[src/rtl/pipeline_ctrl_pkg.sv]
// Shared types for the pipeline controller: FSM states, the per-latch control bundle
// and a helper that builds the "everything advances" control word.
package pipeline_ctrl_pkg;

    typedef enum logic [1:0] {
        RUN    = 2'd0,
        DWAIT  = 2'd1,
        DRAIN  = 2'd2,
        HALTED = 2'd3
    } pipe_state_t;

    typedef struct packed {
        logic pc_en;
        logic ifid_en;
        logic ifid_flush;
        logic idex_en;
        logic idex_flush;
        logic exmem_en;
        logic exmem_flush;
        logic memwb_en;
        logic memwb_flush;
    } pipe_ctrl_t;

    // Whole pipeline frozen: nothing moves, nothing is bubbled.
    localparam pipe_ctrl_t CTRL_FROZEN = '0;

    // Every latch and the PC advance, no bubbles inserted.
    function automatic pipe_ctrl_t ctrl_advance();
        pipe_ctrl_t c;
        c          = '0;
        c.pc_en    = 1'b1;
        c.ifid_en  = 1'b1;
        c.idex_en  = 1'b1;
        c.exmem_en = 1'b1;
        c.memwb_en = 1'b1;
        return c;
    endfunction

endpackage

[src/rtl/pipeline_ctrl_if.sv]
// Handshake bundle between the pipeline controller (pc) and the datapath (dp).
// The datapath drives hazard/memory status; the controller drives latch controls.
interface pipeline_ctrl_if #(
    parameter int CNT_W = 16
);
    logic             hz_flush;
    logic             hz_stall;
    logic             ihit;
    logic             dmemREN;
    logic             dmemWEN;
    logic             dhit;
    logic             mem_halt;

    logic             pc_en;
    logic             ifid_en;
    logic             ifid_flush;
    logic             idex_en;
    logic             idex_flush;
    logic             exmem_en;
    logic             exmem_flush;
    logic             memwb_en;
    logic             memwb_flush;
    logic             halt_out;
    logic [CNT_W-1:0] stall_cnt;

    modport pc (
        input  hz_flush, hz_stall, ihit, dmemREN, dmemWEN, dhit, mem_halt,
        output pc_en, ifid_en, ifid_flush, idex_en, idex_flush,
               exmem_en, exmem_flush, memwb_en, memwb_flush, halt_out, stall_cnt
    );

    modport dp (
        output hz_flush, hz_stall, ihit, dmemREN, dmemWEN, dhit, mem_halt,
        input  pc_en, ifid_en, ifid_flush, idex_en, idex_flush,
               exmem_en, exmem_flush, memwb_en, memwb_flush, halt_out, stall_cnt
    );

endinterface

[src/rtl/pipeline_ctrl_sat_counter.sv]
// Saturating up-counter: sticks at all-ones instead of wrapping so long runs
// never report a misleadingly small stall figure.
module sat_counter #(
    parameter int W = 16
) (
    input  logic         clk_i,
    input  logic         rst_ni,
    input  logic         inc_i,
    output logic [W-1:0] count_o
);

    logic [W-1:0] count_q;
    logic [W-1:0] count_d;

    // Next value: step by one unless already pinned at the maximum.
    always_comb begin
        count_d = count_q;
        if (inc_i && (count_q != '1)) begin
            count_d = count_q + W'(1);
        end
    end

    // Count register, cleared by the asynchronous reset.
    always_ff @(posedge clk_i or negedge rst_ni) begin
        if (!rst_ni) begin
            count_q <= '0;
        end else begin
            count_q <= count_d;
        end
    end

    assign count_o = count_q;

endmodule

[src/rtl/pipeline_ctrl.sv]
// Pipeline controller for the 5-stage MIPS core: merges hazard requests with
// memory waits, parks a flush that arrives while frozen on a data access,
// sequences the halt drain and counts PC-stall cycles.
module pipeline_ctrl
    import pipeline_ctrl_pkg::*;
#(
    parameter int CNT_W        = 16,
    parameter int DRAIN_CYCLES = 1
) (
    input  logic       CLK,
    input  logic       nRST,
    pipeline_ctrl_if.pc bus
);

    localparam int             DW         = (DRAIN_CYCLES > 1) ? $clog2(DRAIN_CYCLES) : 1;
    localparam logic [DW-1:0]  DRAIN_LAST = DW'(DRAIN_CYCLES - 1);

    pipe_state_t     state_q, state_d;
    logic            pend_flush_q, pend_flush_d;
    logic [DW-1:0]   drain_cnt_q, drain_cnt_d;
    logic            halt_q, halt_d;
    pipe_ctrl_t      ctrl;
    logic            dwait;
    logic            stall_inc;
    logic [CNT_W-1:0] stall_cnt;

    assign dwait = (bus.dmemREN | bus.dmemWEN) & ~bus.dhit;

    // Control arbitration and next-state: a data wait freezes everything, then halt,
    // then (live or parked) flush, then load-use stall, then instruction miss.
    always_comb begin
        ctrl         = CTRL_FROZEN;
        state_d      = state_q;
        pend_flush_d = pend_flush_q;
        drain_cnt_d  = drain_cnt_q;
        halt_d       = halt_q;
        case (state_q)
            RUN, DWAIT: begin
                if (dwait) begin
                    pend_flush_d = pend_flush_q | bus.hz_flush;
                    state_d      = DWAIT;
                end else begin
                    ctrl    = ctrl_advance();
                    state_d = RUN;
                    if (bus.mem_halt) begin
                        ctrl.pc_en      = 1'b0;
                        ctrl.ifid_flush = 1'b1;
                        pend_flush_d    = 1'b0;
                        drain_cnt_d     = '0;
                        state_d         = DRAIN;
                    end else if (bus.hz_flush | pend_flush_q) begin
                        ctrl.ifid_flush = 1'b1;
                        ctrl.idex_flush = 1'b1;
                        pend_flush_d    = 1'b0;
                    end else if (bus.hz_stall) begin
                        ctrl.pc_en      = 1'b0;
                        ctrl.ifid_en    = 1'b0;
                        ctrl.idex_flush = 1'b1;
                    end else if (!bus.ihit) begin
                        ctrl.pc_en      = 1'b0;
                        ctrl.ifid_flush = 1'b1;
                    end
                end
            end
            DRAIN: begin
                ctrl.memwb_en = 1'b1;
                drain_cnt_d   = drain_cnt_q + DW'(1);
                if (drain_cnt_q == DRAIN_LAST) begin
                    halt_d  = 1'b1;
                    state_d = HALTED;
                end
            end
            HALTED: begin
                halt_d = 1'b1;
            end
            default: begin
                state_d = RUN;
            end
        endcase
    end

    // State, parked flush, drain counter and sticky halt registers.
    always_ff @(posedge CLK or negedge nRST) begin
        if (!nRST) begin
            state_q      <= RUN;
            pend_flush_q <= 1'b0;
            drain_cnt_q  <= '0;
            halt_q       <= 1'b0;
        end else begin
            state_q      <= state_d;
            pend_flush_q <= pend_flush_d;
            drain_cnt_q  <= drain_cnt_d;
            halt_q       <= halt_d;
        end
    end

    assign stall_inc = ~ctrl.pc_en & ((state_q == RUN) | (state_q == DWAIT));

    sat_counter #(
        .W (CNT_W)
    ) u_stall_cnt (
        .clk_i   (CLK),
        .rst_ni  (nRST),
        .inc_i   (stall_inc),
        .count_o (stall_cnt)
    );

    assign bus.pc_en       = ctrl.pc_en;
    assign bus.ifid_en     = ctrl.ifid_en;
    assign bus.ifid_flush  = ctrl.ifid_flush;
    assign bus.idex_en     = ctrl.idex_en;
    assign bus.idex_flush  = ctrl.idex_flush;
    assign bus.exmem_en    = ctrl.exmem_en;
    assign bus.exmem_flush = ctrl.exmem_flush;
    assign bus.memwb_en    = ctrl.memwb_en;
    assign bus.memwb_flush = ctrl.memwb_flush;
    assign bus.halt_out    = halt_q;
    assign bus.stall_cnt   = stall_cnt;

endmodule

[src/flat_wrapper.sv]
// flat-port wrapper written by rule: the top's interface ports become plain ports
module pipeline_ctrl_flat import pipeline_ctrl_pkg::*;
#(
    parameter int CNT_W        = 16,
    parameter int DRAIN_CYCLES = 1
)
  (CLK, nRST, bus_hz_flush, bus_hz_stall, bus_ihit, bus_dmemREN, bus_dmemWEN, bus_dhit, bus_mem_halt, bus_pc_en, bus_ifid_en, bus_ifid_flush, bus_idex_en, bus_idex_flush, bus_exmem_en, bus_exmem_flush, bus_memwb_en, bus_memwb_flush, bus_halt_out, bus_stall_cnt);
  pipeline_ctrl_if #(.CNT_W(CNT_W)) bus_i ();
  input  logic CLK;
  input  logic nRST;
  input wire logic [$bits(bus_i.hz_flush)-1:0] bus_hz_flush;
  input wire logic [$bits(bus_i.hz_stall)-1:0] bus_hz_stall;
  input wire logic [$bits(bus_i.ihit)-1:0] bus_ihit;
  input wire logic [$bits(bus_i.dmemREN)-1:0] bus_dmemREN;
  input wire logic [$bits(bus_i.dmemWEN)-1:0] bus_dmemWEN;
  input wire logic [$bits(bus_i.dhit)-1:0] bus_dhit;
  input wire logic [$bits(bus_i.mem_halt)-1:0] bus_mem_halt;
  output wire logic [$bits(bus_i.pc_en)-1:0] bus_pc_en;
  output wire logic [$bits(bus_i.ifid_en)-1:0] bus_ifid_en;
  output wire logic [$bits(bus_i.ifid_flush)-1:0] bus_ifid_flush;
  output wire logic [$bits(bus_i.idex_en)-1:0] bus_idex_en;
  output wire logic [$bits(bus_i.idex_flush)-1:0] bus_idex_flush;
  output wire logic [$bits(bus_i.exmem_en)-1:0] bus_exmem_en;
  output wire logic [$bits(bus_i.exmem_flush)-1:0] bus_exmem_flush;
  output wire logic [$bits(bus_i.memwb_en)-1:0] bus_memwb_en;
  output wire logic [$bits(bus_i.memwb_flush)-1:0] bus_memwb_flush;
  output wire logic [$bits(bus_i.halt_out)-1:0] bus_halt_out;
  output wire logic [$bits(bus_i.stall_cnt)-1:0] bus_stall_cnt;
  assign bus_i.hz_flush = bus_hz_flush;
  assign bus_i.hz_stall = bus_hz_stall;
  assign bus_i.ihit = bus_ihit;
  assign bus_i.dmemREN = bus_dmemREN;
  assign bus_i.dmemWEN = bus_dmemWEN;
  assign bus_i.dhit = bus_dhit;
  assign bus_i.mem_halt = bus_mem_halt;
  assign bus_pc_en = bus_i.pc_en;
  assign bus_ifid_en = bus_i.ifid_en;
  assign bus_ifid_flush = bus_i.ifid_flush;
  assign bus_idex_en = bus_i.idex_en;
  assign bus_idex_flush = bus_i.idex_flush;
  assign bus_exmem_en = bus_i.exmem_en;
  assign bus_exmem_flush = bus_i.exmem_flush;
  assign bus_memwb_en = bus_i.memwb_en;
  assign bus_memwb_flush = bus_i.memwb_flush;
  assign bus_halt_out = bus_i.halt_out;
  assign bus_stall_cnt = bus_i.stall_cnt;
  pipeline_ctrl #(.CNT_W(CNT_W), .DRAIN_CYCLES(DRAIN_CYCLES)) u_core (.CLK(CLK), .nRST(nRST), .bus(bus_i));
endmodule
[config.mk]
export PLATFORM = sky130hd
export DESIGN_NAME = pipeline_ctrl_flat
export DESIGN_NICKNAME = d
export VERILOG_FILES = /design/src/rtl/pipeline_ctrl_pkg.sv /design/src/rtl/pipeline_ctrl_if.sv /design/src/rtl/pipeline_ctrl_sat_counter.sv /design/src/rtl/pipeline_ctrl.sv /design/src/flat_wrapper.sv
export SDC_FILE = /design/constraint.sdc
export NUM_CORES = 1
export LEC_CHECK = 0
export CAP_MARGIN = 20
export CORE_UTILIZATION = 30
export CTS_CLUSTER_DIAMETER = 40
export CTS_CLUSTER_SIZE = 24
export DETAILED_ROUTE_END_ITERATION = 12
export PLACE_DENSITY = 0.62
export REMOVE_ABC_BUFFERS = 1
export SETUP_SLACK_MARGIN = 0.02
export SLEW_MARGIN = 20
export SYNTH_ARGS = -nofsm -noshare
export SYNTH_HDL_FRONTEND = slang
export SYNTH_HIERARCHICAL = 1
export SYNTH_SLANG_ARGS = --single-unit
[constraint.sdc]
create_clock -name CLK -period 2.19 [get_ports CLK]
set_clock_uncertainty 0.15 [all_clocks]
set_input_delay 0.438 -clock CLK [delete_from_list [all_inputs] [get_ports CLK]]
set_output_delay 0.438 -clock CLK [all_outputs]
set_load 0.01 [all_outputs]
# == Yosys cells after proc, flatten, opt, wreduce, memory -nomap -nowiden ==
# Cells that the tools add are included.
# classes
n_addsub,2
eq_ne,7
mux,29
n_bitwise,7
reduce_logical,10
# op_table
op,n
two-way mux 1 bit,19
adder 16 x 1 -> 16 bit (second input constant),1
!= test 16 bit (second input constant),1
two-way mux 9 bit,1
two-way mux 2 bit,4
two-way mux 7 bit,1
!= test 2 bit (second input constant),3
one-hot mux 1 bit (2 select lines),3
AND reduction 2 bit,3
== test 2 bit (second input constant),2
one-hot mux 2 bit (2 select lines),1
nonzero test 2 bit,2
bitwise OR 1 bit,3
AND reduction 3 bit,1
nonzero test 3 bit,1
AND 1 bit,2
== test 2 x 1 -> 1 bit (second input constant),1
zero test 2 bit,1
NOT 1 bit,2
OR reduction 2 bit,1
adder 1 bit (second input constant),1
logical AND 1 bit,1
# word_totals
ff_bits,21
in_bits,9
out_inout_bits,26
wordCells,60

# == Depth between registers and ports, before layout ==
# Gate-level depths: netlist (run 1).
# depth
ltp_word,9
depth_mapped,7
mapped_depth_nobuf,7

# == Hierarchy ==
# Netlist (run 1), hierarchy kept.
# by_module_without_submodules
mod,instances,cells_each,area_per_inst_um2,seq_area_each_um2
sat_counter,1,74,808.3,400.4
pipeline_ctrl,1,35,324.1,125.1

# == Worst setup path before layout (run 1) ==
# Ideal clock, no wire load.
# synth_path
path_kind,input to register
startpoint,input bus_dhit
endpoint,register u_core.u_stall_cnt.count_q[15] (netlist: u_core/u_stall_cnt/count_o[15])
setup_time_ps,125
arrival_ps,1896
t_required_ps,1915
path_slack_ps,20
path_stages,7
n_path_buf,0
path_cell_list,o21bai_4 -> nor2_1 -> a211o_1 -> nand4_1 -> or2_2 -> nor3_1 -> mux2_2
# synth_via
elab_chain_len,7
# synth_lines
element,line_no,source
"start, declared",flat_wrapper.sv:16,input wire logic [$bits(bus_i.dhit)-1:0] bus_dhit;
NOT 1 bit,pipeline_ctrl.sv:27,assign dwait = (bus.dmemREN | bus.dmemWEN) & ~bus.dhit;
AND 1 bit,pipeline_ctrl.sv:27,
two-way mux 9 bit,pipeline_ctrl.sv:39,if (dwait) begin
two-way mux 7 bit,pipeline_ctrl.sv:37,case (state_q)
NOT 1 bit,pipeline_ctrl.sv:97,assign stall_inc = ~ctrl.pc_en & ((state_q == RUN) | (state_q == DWAIT));
AND 1 bit,pipeline_ctrl.sv:97,
named net u_core.stall_inc,pipeline_ctrl.sv:24,logic stall_inc;
logical AND 1 bit,pipeline_ctrl_sat_counter.sv:18,if (inc_i && (count_q != '1)) begin
"end signal, assigned",pipeline_ctrl_sat_counter.sv:28,count_q <= count_d;
"end, declared",pipeline_ctrl_sat_counter.sv:12,logic [W-1:0] count_q;
# The timed path passes the listed nets, and every way through them passes these cells.
# A chain may end at the register's enable or synchronous reset.

# == Worst setup path in the final report (run 1) ==
# layout_path
startpoint,input bus_dmemWEN
endpoint,output bus_pc_en
# layout_via
elab_chain_len,4
# layout_lines
element,line_no,source
"start, declared",flat_wrapper.sv:15,input wire logic [$bits(bus_i.dmemWEN)-1:0] bus_dmemWEN;
bitwise OR 1 bit,pipeline_ctrl.sv:27,
AND 1 bit,pipeline_ctrl.sv:27,
two-way mux 9 bit,pipeline_ctrl.sv:39,
two-way mux 7 bit,pipeline_ctrl.sv:37,
"end, declared",flat_wrapper.sv:18,output wire logic [$bits(bus_i.pc_en)-1:0] bus_pc_en;
# No other way between the ends.

==> flow_summary.toml, run 1 <==
[outcome]
status = "finished, final reports clean"

[setup_path]
critPathCapture = "bus_pc_en"
critical-path-max-stage-delay_ps = 260
setup.worst_path.start = "bus_dmemWEN"
crit_buf_inv = 2
path_delay_family = "buffers and inverters"
critPathArrivalTime_ps = 1430
slowest_stage = "dlygate4sd2_1"
cp-start-kind = "input port"
critPathRequiredTime_ps = 1600
crit_type = "input port to output pin"
crit_chain = "dlygate4sd2_1 -> o21bai_4 -> nand2_4 -> nor3_1 -> clkdlybuf4s15_2"
r2r_end = "u_core/u_stall_cnt/count_o[13]"
cp-end-kind = "output pin"
reg2reg_depth = 7
reg2reg_from = "u_core/pend_flush_q"
crit_path_max_fanout = 6
cp.depth = 5
worst-r2r-setup-slack_ps = 240

[placement]
dp_hpwl_mm = 1.832
post-place-ws_ps = -467.6
numPortBuffers = 32
place_area_um2 = 1589
place_congestion = 0.8720

[clock_tree]
path_clk_slew_ps = 80
worstSkewPairLatency_ps = 260
cts_root_buffer = "clkbuf_8"
cts_buffer_depth = 2
cts_buffers = 3
cts_hold_buffers = 0
cts_tree = "built"
cts_sinks = 21
h-tree-depth = 1
postCtsSetupRepairBufs = 0

[cells_and_area]
fillers = 338
final_cell_mix = "dfrtp_1 (21), clkdlybuf4s50_1 (18), buf_4 (13)"
nNetsFinal = 167
multiInputGateArea_um2 = 621.8
layout_commonest_cell = "dfrtp_1"
drive_above_1_share = 0.2436
syn2layout_area_growth_pct = 48.62
fin_area_um2 = 1683
regArea_um2 = 525.5
antenna_cells = 0

[yosys]
syn_inst = 109
synth_cell_type_count = 36
synth_area_um2 = 1132
yosysSeqAreaShare = 0.4641
yosys_most_used_dff = "dfrtp_1"
async_flop_share = 1.000
ys_ff_latch = 21
synth.avg_cell_area_um2 = 10.39
synth.yosys.warnings = 6
synth_edf_count = 0

[routing]
viasPerCell = 4.851
drtIter0Drc = 54
wl_per_cell_um = 12.23
first_pass_iters = 6
wl_mm = 2.471
drtAntennaViolNets = 0
drc = 0
dr_total_vias = 980

[timing]
rsz0062_at_grt = "no"
finalSetupViolations = 0
finalCritPeriodShare = 0.9196
setup_slack_ps = 176.1
tns_ps = 0
fin_crit_ps = 2014
max_freq_mhz = 496.6
drv_slew = 0
hold_violations = 0

[job]
drv_cap = 0

[hold_path]
min_path_type = "flip-flop to flip-flop"
hp-start = "u_core/bus.halt_out"
worstHoldPathCells = 1

[floorplan]
die_h_um = 63.44
coreArea_um2 = 3468
die_area_um2 = 4024
ioPinCount = 35
row_count = 21
die_w_um = 63.44
initial_core_util = 0.3265

[power_and_ir_drop]
vdd_drop_max_mv = 0.2708
fin_total_pwr_uw = 931.5
p_leak_uw = 0.0007822
p_per_area_nw_per_um2 = 553.5

[global_routing]
grt_overflow_total = 0
grt_max_degree = 22
antenna_found_initial = 0
grt_pass1_vias = 930
grt_pass1_wl_mm = 4.326
groute.usage.overall = 0.1363
[state kept, by name, indices dropped and copies added (netlist names)]
| name | flops |
|---|---|
| u_core/drain_cnt_q | 1 |
| u_core/u_stall_cnt/count_o | 16 |
| u_core/state_q | 2 |
| u_core/bus.halt_out | 1 |
| u_core/pend_flush_q | 1 |
[per-layer routing]
layer / routed length [µm] / GRT usage / part of all wire
met5: 0 / 0 / 0
met4: 38 / 0.05114 / 0.015
met3: 116 / 0.02717 / 0.047
met2: 1203 / 0.2247 / 0.49
met1: 1113 / 0.1744 / 0.45
[synth_stat cells (2+ instances only)]
cell / n / share of area
xor2_1: 6 / 0.046
nor3_1: 9 / 0.040
a21oi_1: 4 / 0.018
nand2_1: 9 / 0.030
nand4_1: 6 / 0.033
dfrtp_1: 21 / 0.46
o21ai_0: 4 / 0.018
xnor2_1: 6 / 0.046
and4_1: 2 / 0.015
o21a_1: 2 / 0.013
buf_4: 3 / 0.020
inv_1: 4 / 0.013
nor2_1: 7 / 0.023
mux2_2: 2 / 0.020
and3_1: 3 / 0.017
[through the flow]
step	hold slack, ps	std cells	utilization
finish	309.0	202	0.4852
global route	334.4	202	0.4852
CTS	315.6	202	0.4784
detailed placement	298.9	198	0.4582
global placement	293.5	198	0.4582
floorplan	-7.591	107	-
[worst min-delay path by stage]
stage                          endpoint  slack, ps
finish              u_core/bus.halt_out        310
global route        u_core/bus.halt_out        330
CTS                 u_core/bus.halt_out        320
detailed placement  u_core/bus.halt_out        300
global placement    u_core/bus.halt_out        290
floorplan           u_core/bus.halt_out         -8
[where the power goes]
group | internal (µW) | switching [µW]
Clock | 127 | 127
Sequential | 431 | 59.8
Combinational | 106 | 81.2
Total | 664 | 268
[cells by family after synthesis]
family                     count (synthesis)  synth area share
AOI/OAI and AO/OA                         17            0.1171
adders and majority gates                  1           0.01105
other                                      1          0.003312
buffers and inverters                      8           0.03646
xor gates and xnor gates                  12           0.09282
and+or+nand+nor                           46            0.2453
DFF                                       21            0.4641
muxes                                      3           0.02983
[layout make-up]
class | count | area share
Clock buffer | 3 | 0.02454
Clock inverter | 1 | 0.002974
Inverter | 5 | 0.01115
Multi-Input combinational cell | 81 | 0.3695
Sequential cell | 21 | 0.3123
Tap cell | 46 | 0.03420
Timing Repair Buffer | 45 | 0.2454
[repair_timing]
action	in CTS	in global routing
pin swaps	5	3
resized for setup	24	6
endpoints found under the setup margin	13	13
hold endpoints to repair	0	0
Power figures use the tool's default switching activity.
==> inputs of run 2 (changes only) <==
TNS_END_PERCENT = 20   (was unset)
==> run 2 against run 1 <==
- register-to-register slack improved by 30 ps
- hold slack about the same
- largest power group unchanged
- routed wire length did not move
- highest routed layer unchanged
- critical endpoint is now bus_idex_flush
- largest cell class unchanged
- non-clock buffer count unchanged
==> flow_summary.toml, run 2 (synthesis gave the netlist of run 1 again) <==
[cells_and_area]
fin_area_um2 = 1695
fillers = 331
syn2layout_area_growth_pct = 49.72
multiInputGateArea_um2 = 621.8
antenna_cells = 0
final_cell_mix = "dfrtp_1 (21), clkdlybuf4s50_1 (18), buf_4 (13)"
largest_reg_flops = 16
nNetsFinal = 167
final_util = 0.4888
fin_cells = 202
drive_above_1_share = 0.2436
regArea_um2 = 525.5
layout_commonest_cell = "dfrtp_1"

[power_and_ir_drop]
p_leak_uw = 0.0008381
clock_power_share = 0.272
fin_total_pwr_uw = 928.4
power.switching_uw = 263.8
p_seq_frac = 0.526
switching_share = 0.2841
p_per_area_nw_per_um2 = 547.6
vdd_drop_max_mv = 0.2682
power_frac_comb = 0.202
p_int_uw = 664.7

[routing]
viasPerCell = 4.822
wl_per_cell_um = 12.23
dr_total_vias = 974
first_pass_iters = 4
drtAntennaViolNets = 0
drtIter0Drc = 45
wl_mm = 2.471
drc = 0

[outcome]
status = "finished, final reports clean"

[clock_tree]
h-tree-depth = 1
cts_root_buffer = "clkbuf_8"
cts_hold_buffers = 0
cts_buffers = 3
cts_buffer_depth = 2
postCtsSetupRepairBufs = 0
path_clk_slew_ps = 80
worstSkewPairLatency_ps = 260
cts_sinks = 21
cts_tree = "built"

[global_routing]
grt_max_degree = 22
use_met2 = 0.2168
met1_usage = 0.1708
grtUsageMet3 = 0.02717
busiest_layer = "met2"
groute.usage.overall = 0.1328
grt_overflow_total = 0
grt_pass1_vias = 907
antenna_found_initial = 0
grt_pass1_wl_mm = 4.222

[setup_path]
critical-path-max-stage-delay_ps = 460
crit_buf_inv = 2
critPathArrivalTime_ps = 1390
slowest_stage = "dfrtp_1"
reg2reg_from = "u_core/pend_flush_q"
crit_type = "flip-flop to output pin"
crit_chain = "inv_2 -> nand2_4 -> nor3_1 -> clkdlybuf4s15_2"
path_delay_family = "flip-flops"
cp-end-kind = "output pin"
crit_path_max_fanout = 6
critPathRequiredTime_ps = 1600
reg2reg_depth = 7
cp-start-kind = "flip-flop"
worst-r2r-setup-slack_ps = 270
r2r_end = "u_core/u_stall_cnt/count_o[13]"

[floorplan]
ioPinCount = 35
die_w_um = 63.44
initial_core_util = 0.3265
die_h_um = 63.44
die_area_um2 = 4024
coreArea_um2 = 3468
row_count = 21

[timing]
hold_violations = 0
fin_crit_ps = 1978
tns_ps = 0
drv_slew = 0
finalSetupViolations = 0
max_freq_mhz = 505.5
finalCritPeriodShare = 0.9033
rsz0062_at_grt = "no"

[placement]
place_area_um2 = 1589
dp.cells = 198
place_congestion = 0.8720
numPortBuffers = 32
dp_hpwl_mm = 1.832

[hold_path]
hp-start = "u_core/bus.halt_out"
worstHoldPathCells = 1
hold_end = "u_core/bus.halt_out"
min_path_type = "flip-flop to flip-flop"

[job]
drv_cap = 0
run 2: cell count changes in the layout (fill, tap and decap cells not counted):
cell	delta
clkdlybuf4s15_2	-1
dlygate4sd2_1	-5
buf_2	+1
dlymetal6s2s_1	+5
run 2: through the flow:
stage	setup slack [ps]	hold WS, ps
detailed placement	-467.6	298.9
finish	211.7	308.9
floorplan	19.51	-7.591
global route	117.3	334.8
global placement	-413.9	293.5
CTS	-92.25	315.6
run 2: worst max-delay path by stage:
stage / startpoint / to / cells after the start
floorplan: bus_dhit / u_core/u_stall_cnt/count_o[15] / 7
global placement: bus_hz_stall / u_core/u_stall_cnt/count_o[15] / 8
detailed placement: bus_hz_stall / u_core/u_stall_cnt/count_o[15] / 8
CTS: bus_hz_stall / u_core/u_stall_cnt/count_o[15] / 8
global route: u_core/state_q[1] / bus_idex_flush / 4
finish: u_core/state_q[1] / bus_idex_flush / 4
run 2: timing repair:
action | CTS | global route
pin swaps | 4 | 6
setup endpoints to repair | 13 | 14
resized for setup | 18 | 13
gates cloned | 0 | 0
run 2: per-layer routing:
layer / part of all wire / vias to the layer above
met2: 0.49 / 24
met4: 0.015 / 0
met5: 0 / -
met1: 0.46 / 468
li1: - / 478
met3: 0.040 / 4
run 2: area by class of cell:
class / instances / share of cell area
multi-input combinational: 81 / 0.3668
clock buffer: 3 / 0.02435
sequential: 21 / 0.3100
inverter: 5 / 0.01107
tap: 46 / 0.03395
timing repair buffer: 45 / 0.2509
clock inverter: 1 / 0.002952
run 2: power groups by stage:
stage	registers (µW)	logic, µW	clock network [µW]
after detailed placement	495	191	0
final	488	188	253
after global placement	495	185	0
after global routing	498	210	282
after floorplan	500	74.6	0
after CTS	489	193	266
